--- config.mk ---
export PLATFORM = sky130hd
export DESIGN_NAME = fpu_rr_arbiter
export DESIGN_NICKNAME = d
export VERILOG_FILES = /design/src/rtl/fpu_rr_arbiter.sv
export SDC_FILE = /design/constraint.sdc
export NUM_CORES = 1
export LEC_CHECK = 0
export BUFFER_PORTS_ARGS = -buffer_cell sky130_fd_sc_hd__buf_4
export CORE_AREA = 2 2 165 167
export DETAILED_ROUTE_END_ITERATION = 10
export DIE_AREA = 0 0 167 169
export PLACE_DENSITY = 0.55
export SYNTH_ARGS = -nofsm -noshare
export SYNTH_HDL_FRONTEND = slang
export SYNTH_SLANG_ARGS = --single-unit
--- constraint.sdc ---
create_clock -name clk -period 3.4 [get_ports clk]
set_input_delay 0.34 -clock clk [delete_from_list [all_inputs] [get_ports clk]]
set_output_delay 0.34 -clock clk [all_outputs]
set_load 0.05 [all_outputs]
--- src/rtl/fpu_rr_arbiter.sv ---
// -----------------------------------------------------------------------------
// fpu_rr_arbiter
//
// Shares a single FPU datapath between NREQ requesters. A round-robin grant is
// made in IDLE, the winner's operands are registered onto the FPU operand bus,
// the FPU gets a single-cycle start pulse, the result is captured FPU_LAT
// cycles later and held on the response channel until it is consumed. The FPU
// is never restarted while an operation is outstanding.
//
// Parameters:
//   NREQ     number of requesters (2..8)
//   FPU_LAT  cycles from the start-pulse cycle to a valid FPU result (>=1)
//   IDW      width of resp_id, 2**IDW >= NREQ
//
// Ports:
//   clk, reset                 clock (rising edge), async active-low reset
//   req_valid/req_ready        per-requester request handshake (ready one-hot)
//   req_a/req_b                packed 32-bit operands, lane i = [32i+31:32i]
//   req_sel/req_round          packed 2-bit op select, 1-bit round mode
//   resp_valid/resp_ready      response handshake
//   resp_id/resp_y             owning requester index and result
//   resp_error/resp_ovf        FPU flags captured with the result
//   fpu_a/fpu_b/fpu_sel/
//   fpu_round/fpu_start        registered drive into the FPU
//   fpu_y/fpu_error/fpu_ovf    FPU result and flags
//   busy                       high whenever the FSM is not in IDLE
//
// Optional build macro FPU_RR_ARB_STATS_EN adds:
//   stat_ops   16-bit count of response handshakes (wraps)
//   stat_errs  16-bit count of handshakes carrying error or overflow (wraps)
// -----------------------------------------------------------------------------
module fpu_rr_arbiter #(
  parameter int NREQ    = 4,
  parameter int FPU_LAT = 4,
  parameter int IDW     = 3
) (
  input  logic                 clk,
  input  logic                 reset,
  input  logic [NREQ-1:0]      req_valid,
  output logic [NREQ-1:0]      req_ready,
  input  logic [32*NREQ-1:0]   req_a,
  input  logic [32*NREQ-1:0]   req_b,
  input  logic [2*NREQ-1:0]    req_sel,
  input  logic [NREQ-1:0]      req_round,
  output logic                 resp_valid,
  input  logic                 resp_ready,
  output logic [IDW-1:0]       resp_id,
  output logic [31:0]          resp_y,
  output logic                 resp_error,
  output logic                 resp_ovf,
  output logic [31:0]          fpu_a,
  output logic [31:0]          fpu_b,
  output logic [1:0]           fpu_sel,
  output logic                 fpu_round,
  output logic                 fpu_start,
  input  logic [31:0]          fpu_y,
  input  logic                 fpu_error,
  input  logic                 fpu_ovf,
  output logic                 busy
`ifdef FPU_RR_ARB_STATS_EN
  ,
  output logic [15:0]          stat_ops,
  output logic [15:0]          stat_errs
`endif
);

  localparam int PW = (NREQ > 1) ? $clog2(NREQ) : 1;
  localparam int CW = (FPU_LAT > 1) ? $clog2(FPU_LAT) : 1;

  typedef enum logic [1:0] {
    IDLE  = 2'd0,
    ISSUE = 2'd1,
    WAIT  = 2'd2,
    RESP  = 2'd3
  } state_t;

  state_t          r_state;
  state_t          w_state_nxt;

  logic [PW-1:0]   r_rr_ptr;
  logic [PW-1:0]   r_gnt;
  logic [CW-1:0]   r_cnt;
  logic [31:0]     r_fpu_a;
  logic [31:0]     r_fpu_b;
  logic [1:0]      r_fpu_sel;
  logic            r_fpu_round;
  logic            r_fpu_start;
  logic            r_resp_valid;
  logic [IDW-1:0]  r_resp_id;
  logic [31:0]     r_resp_y;
  logic            r_resp_err;
  logic            r_resp_ovf;

  logic [PW-1:0]   w_idx;
  logic            w_hit;
  logic            w_found;
  logic [PW-1:0]   w_gnt_idx;
  logic [NREQ-1:0] w_req_ready;
  logic            w_accept;

`ifdef FPU_RR_ARB_STATS_EN
  logic [15:0]     r_stat_ops;
  logic [15:0]     r_stat_errs;
`endif

  // Round-robin search: first valid requester starting at r_rr_ptr, wrapping.
  always_comb begin
    w_found   = 1'b0;
    w_gnt_idx = '0;
    w_idx     = '0;
    w_hit     = 1'b0;
    for (int k = 0; k < NREQ; k++) begin
      w_idx     = PW'((int'(r_rr_ptr) + k) % NREQ);
      w_hit     = !w_found && req_valid[w_idx];
      w_gnt_idx = w_hit ? w_idx : w_gnt_idx;
      w_found   = w_found | w_hit;
    end
  end

  // Grant is only offered in IDLE; gating with reset keeps req_ready at zero
  // while reset is held even though the state register already reads IDLE.
  always_comb begin
    w_req_ready = '0;
    if ((r_state == IDLE) && w_found && reset) begin
      w_req_ready = NREQ'(1) << w_gnt_idx;
    end else begin
      w_req_ready = '0;
    end
  end

  assign w_accept = |(req_valid & w_req_ready);

  // Next-state logic for the IDLE -> ISSUE -> WAIT -> RESP sequence.
  always_comb begin
    w_state_nxt = r_state;
    case (r_state)
      IDLE: begin
        if (w_accept) w_state_nxt = ISSUE;
        else          w_state_nxt = IDLE;
      end
      ISSUE: w_state_nxt = WAIT;
      WAIT: begin
        if (r_cnt == '0) w_state_nxt = RESP;
        else             w_state_nxt = WAIT;
      end
      RESP: begin
        if (resp_ready) w_state_nxt = IDLE;
        else            w_state_nxt = RESP;
      end
      default: w_state_nxt = IDLE;
    endcase
  end

  // State register.
  always_ff @(posedge clk or negedge reset) begin
    if (!reset) r_state <= IDLE;
    else        r_state <= w_state_nxt;
  end

  // Operand capture, start pulse, latency counter, response and pointer update.
  always_ff @(posedge clk or negedge reset) begin
    if (!reset) begin
      r_rr_ptr     <= '0;
      r_gnt        <= '0;
      r_cnt        <= '0;
      r_fpu_a      <= 32'd0;
      r_fpu_b      <= 32'd0;
      r_fpu_sel    <= 2'd0;
      r_fpu_round  <= 1'b0;
      r_fpu_start  <= 1'b0;
      r_resp_valid <= 1'b0;
      r_resp_id    <= '0;
      r_resp_y     <= 32'd0;
      r_resp_err   <= 1'b0;
      r_resp_ovf   <= 1'b0;
`ifdef FPU_RR_ARB_STATS_EN
      r_stat_ops   <= 16'd0;
      r_stat_errs  <= 16'd0;
`endif
    end else begin
      // Start is high only in the cycle following the accept (the ISSUE cycle).
      r_fpu_start <= 1'b0;
      case (r_state)
        IDLE: begin
          if (w_accept) begin
            r_fpu_a     <= req_a[32*w_gnt_idx +: 32];
            r_fpu_b     <= req_b[32*w_gnt_idx +: 32];
            r_fpu_sel   <= req_sel[2*w_gnt_idx +: 2];
            r_fpu_round <= req_round[w_gnt_idx];
            r_gnt       <= w_gnt_idx;
            r_fpu_start <= 1'b1;
          end
        end
        ISSUE: begin
          // WAIT then lasts FPU_LAT cycles, ending on the result-valid cycle.
          r_cnt <= CW'(FPU_LAT - 1);
        end
        WAIT: begin
          if (r_cnt == '0) begin
            r_resp_y     <= fpu_y;
            r_resp_err   <= fpu_error;
            r_resp_ovf   <= fpu_ovf;
            r_resp_id    <= IDW'(r_gnt);
            r_resp_valid <= 1'b1;
          end else begin
            r_cnt <= r_cnt - CW'(1);
          end
        end
        RESP: begin
          if (resp_ready) begin
            r_resp_valid <= 1'b0;
            r_rr_ptr     <= (r_gnt == PW'(NREQ - 1)) ? '0 : r_gnt + PW'(1);
`ifdef FPU_RR_ARB_STATS_EN
            r_stat_ops <= r_stat_ops + 16'd1;
            if (r_resp_err | r_resp_ovf) r_stat_errs <= r_stat_errs + 16'd1;
`endif
          end
        end
        default: begin
          r_fpu_start <= 1'b0;
        end
      endcase
    end
  end

  assign req_ready  = w_req_ready;
  assign fpu_a      = r_fpu_a;
  assign fpu_b      = r_fpu_b;
  assign fpu_sel    = r_fpu_sel;
  assign fpu_round  = r_fpu_round;
  assign fpu_start  = r_fpu_start;
  assign resp_valid = r_resp_valid;
  assign resp_id    = r_resp_id;
  assign resp_y     = r_resp_y;
  assign resp_error = r_resp_err;
  assign resp_ovf   = r_resp_ovf;
  assign busy       = (r_state != IDLE);
`ifdef FPU_RR_ARB_STATS_EN
  assign stat_ops   = r_stat_ops;
  assign stat_errs  = r_stat_errs;
`endif

endmodule

==> reports/results.ini <==
[timing]
rsz0062_at_grt = false
finalCritPeriodShare = 0.816
setup_ws_ps = 626
worstMarginPinSlew_ps = 1070
final_max_slew_viol_count = 0
max_freq_mhz = 360
finalCriticalPeriod_ps = 2770
max-slew-margin-rel = 0.286
setup_violations = 0
finalSetupTns_ps = 0
hold_viol = 0
fin_worst_skew_ps = 12.6

[global_route]
grt-ovfl-total = 0
grt_pass1_wl_um = 44000
antenna_found_initial = 2
grtUsageTotal = 0.200
grt_pass1_vias = 7516
grt_max_degree = 114

[power]
p_sw_mw = 5.18
netSwitchingFraction = 0.507
clkPwrFrac = 0.178
vdd_drop_max_mv = 0.591
p_leak_nw = 4.50
power_density_nw_per_um2 = 999
p_int_mw = 5.03
pwr-share-seq = 0.241
power_frac_comb = 0.581

[cts]
cts_sinks = 113
ctsResizeCount = 0
clk_latency_ps = 420
h-tree-depth = 4
ctsHoldBuffers = 0
cts_root_buffer = clkbuf_16
postCtsSetupRepairBufs = 0
cts_buffers = 17
clk_path_buf_depth = 2
cts_tree = built
clk_pin_slew_worst_paths_ps = 60

[floorplan]
die_area_um2 = 28200
die_x_um = 167
rows = 60
core-area_um2 = 26500
initial_core_util = 0.237
die_h_um = 169
ioPinCount = 420

[setup_path]
crit_family = compound AO/OA/AOI/OAI gates
reg2reg_slack_ps = 890
cpPeakStageDelay_ps = 890
critPathBufInv = 1
path_class = reg -> out
worst_setup_path_start_kind = flop
arrival_ps = 2430
crit_path_cell_trace = a21oi_1 -> o211a_2 -> and2_1 -> buf_4
cpMaxStageDelayCell = o211a_2
crit_path_end_kind = output port
critical_path.max_fanout = 39
crit_required_ps = 3060

[placement]
portBuffers = 418
hpwlAfterDp_um = 20200
gp_congestion = 0.824
post-place-ws_ps = 668

[route]
dr.pass1.iters = 5
avgRoutedWirePerCell_um = 20.6
vias_per_cell = 5.15
ant_nets = 0
vias = 7334
route.detailed.drc = 0
drt_iter0_markers = 483
wirelength_um = 29300

[synthesis]
ys_top_cells_by_area = dfrtp_1 45%, a41oi_1 9.4%, a31oi_1 6.9%
syn_nets = 1003
async_reset_ff_frac = 1.00
synth_area_um2 = 6270
yosys.cell_types.count = 36
yosysMostFrequentCell = dfrtp_1
synthCells = 692
yosys_register_bits = 113
avgSynthCellArea_um2 = 9.07
ys.flop_type = dfrtp_1
synth_top_area_frac = 0.451
ys_warn_count = 0
yosysSeqAreaShare = 0.451
yosysTopAreaCell = dfrtp_1
yosys-top-cells-count = 113 x dfrtp_1, 77 x nor2_1, 75 x nand2_1, 71 x o21ai_0, 69 x a31oi_1
synth_edf_count = 0

[worst_hold_path]
min_path_type = in -> async

[flow_run]
max_cap_viol_count = 0

[final_layout]
drive_above_1_share = 0.476
area_growth_pct = 62.8
nNetsFinal = 1379

[outcome]
outcome = completed

## registers in the layout (all words and copies together) (netlist names)
register	flops
r_cnt	2
resp_error	1
fpu_start	1
fpu_a	32
fpu_b	32
resp_valid	1
resp_id	2
resp_y	32
r_state	2
r_gnt	2
resp_ovf	1
fpu_sel	2
r_rr_ptr	2
fpu_round	1
## kinds of logic (layout without fill, tap and decap cells)
family	count (synthesis)	after routing	synth area share
compound gates	221	221	0.240
buf+inv	87	476	0.0676
mux	37	37	0.0664
other cells	1	2	0.000598
flops	113	113	0.451
fa+ha+maj	2	2	0.00399
simple gates	231	231	0.170
## power by group through the flow
stage / clock network [mW] / logic [mW] / registers [mW]
final: 1.82 / 5.93 / 2.46
after global routing: 1.93 / 6.26 / 2.55
after CTS: 1.87 / 5.97 / 2.46
after detailed placement: 0 / 5.97 / 2.47
after global placement: 0 / 5.94 / 2.47
after floorplan: 0 / 1.81 / 4.61
## worst paths after layout
path                             startpoint  cells after the start      endpoint
min in group clk                   fpu_y[6]                      2     resp_y[6]
worst max register to register  r_rr_ptr[1]                      5      fpu_b[6]
worst min-delay path                  reset                      2    resp_id[1]
worst max-delay path            r_rr_ptr[1]                      4  req_ready[1]
worst min register to register    resp_y[8]                      1     resp_y[8]
max in group asynchronous             reset                      2     fpu_a[12]
## area by class of cell
cell class | instances | area [um2]
fill | 2720 | 16300
inverter | 7 | 26.3
tap | 341 | 427
clock buffer | 17 | 425
sequential | 113 | 2830
multi-input combinational | 492 | 3040
antenna | 1 | 2.50
timing repair buffer | 437 | 3310
clock inverter | 15 | 159
## per-stage QoR
step | cells | hold slack, ps | util | area [um2] | total power [mW]
global route | 1423 | 118 | 0.385 | 10200 | 10.7
CTS | 1422 | 90.7 | 0.385 | 10200 | 10.3
finish | 1423 | 74.7 | 0.385 | 10200 | 10.2
detailed placement | 1390 | 494 | 0.363 | 9630 | 8.43
floorplan | 692 | 44.4 | - | 6270 | 6.42
global placement | 1390 | 488 | 0.363 | 9630 | 8.41
## cell usage in the layout (no fill, tap or decap), types with 4 or more instances in the layout
cell	netlist	layout
buf_4	2	435
mux2_2	37	37
dfrtp_1	113	113
clkinv_4	0	4
clkbuf_16	0	17
nand4_1	67	67
a41oi_1	67	67
a31oi_1	69	69
nor2_1	77	77
o21ai_0	71	71
inv_1	6	6
nand2_1	75	74
## metal layers
| metal | global-route usage | vias up | share of wire |
|---|---|---|---|
| li1 | - | 3392 | - |
| met1 | 0.241 | 3532 | 0.40 |
| met2 | 0.340 | 359 | 0.50 |
| met3 | 0.0489 | 49 | 0.074 |
| met4 | 0.0858 | 2 | 0.029 |
| met5 | 0 | - | 0.00058 |
No activity file was read; power rests on OpenSTA's default activity.
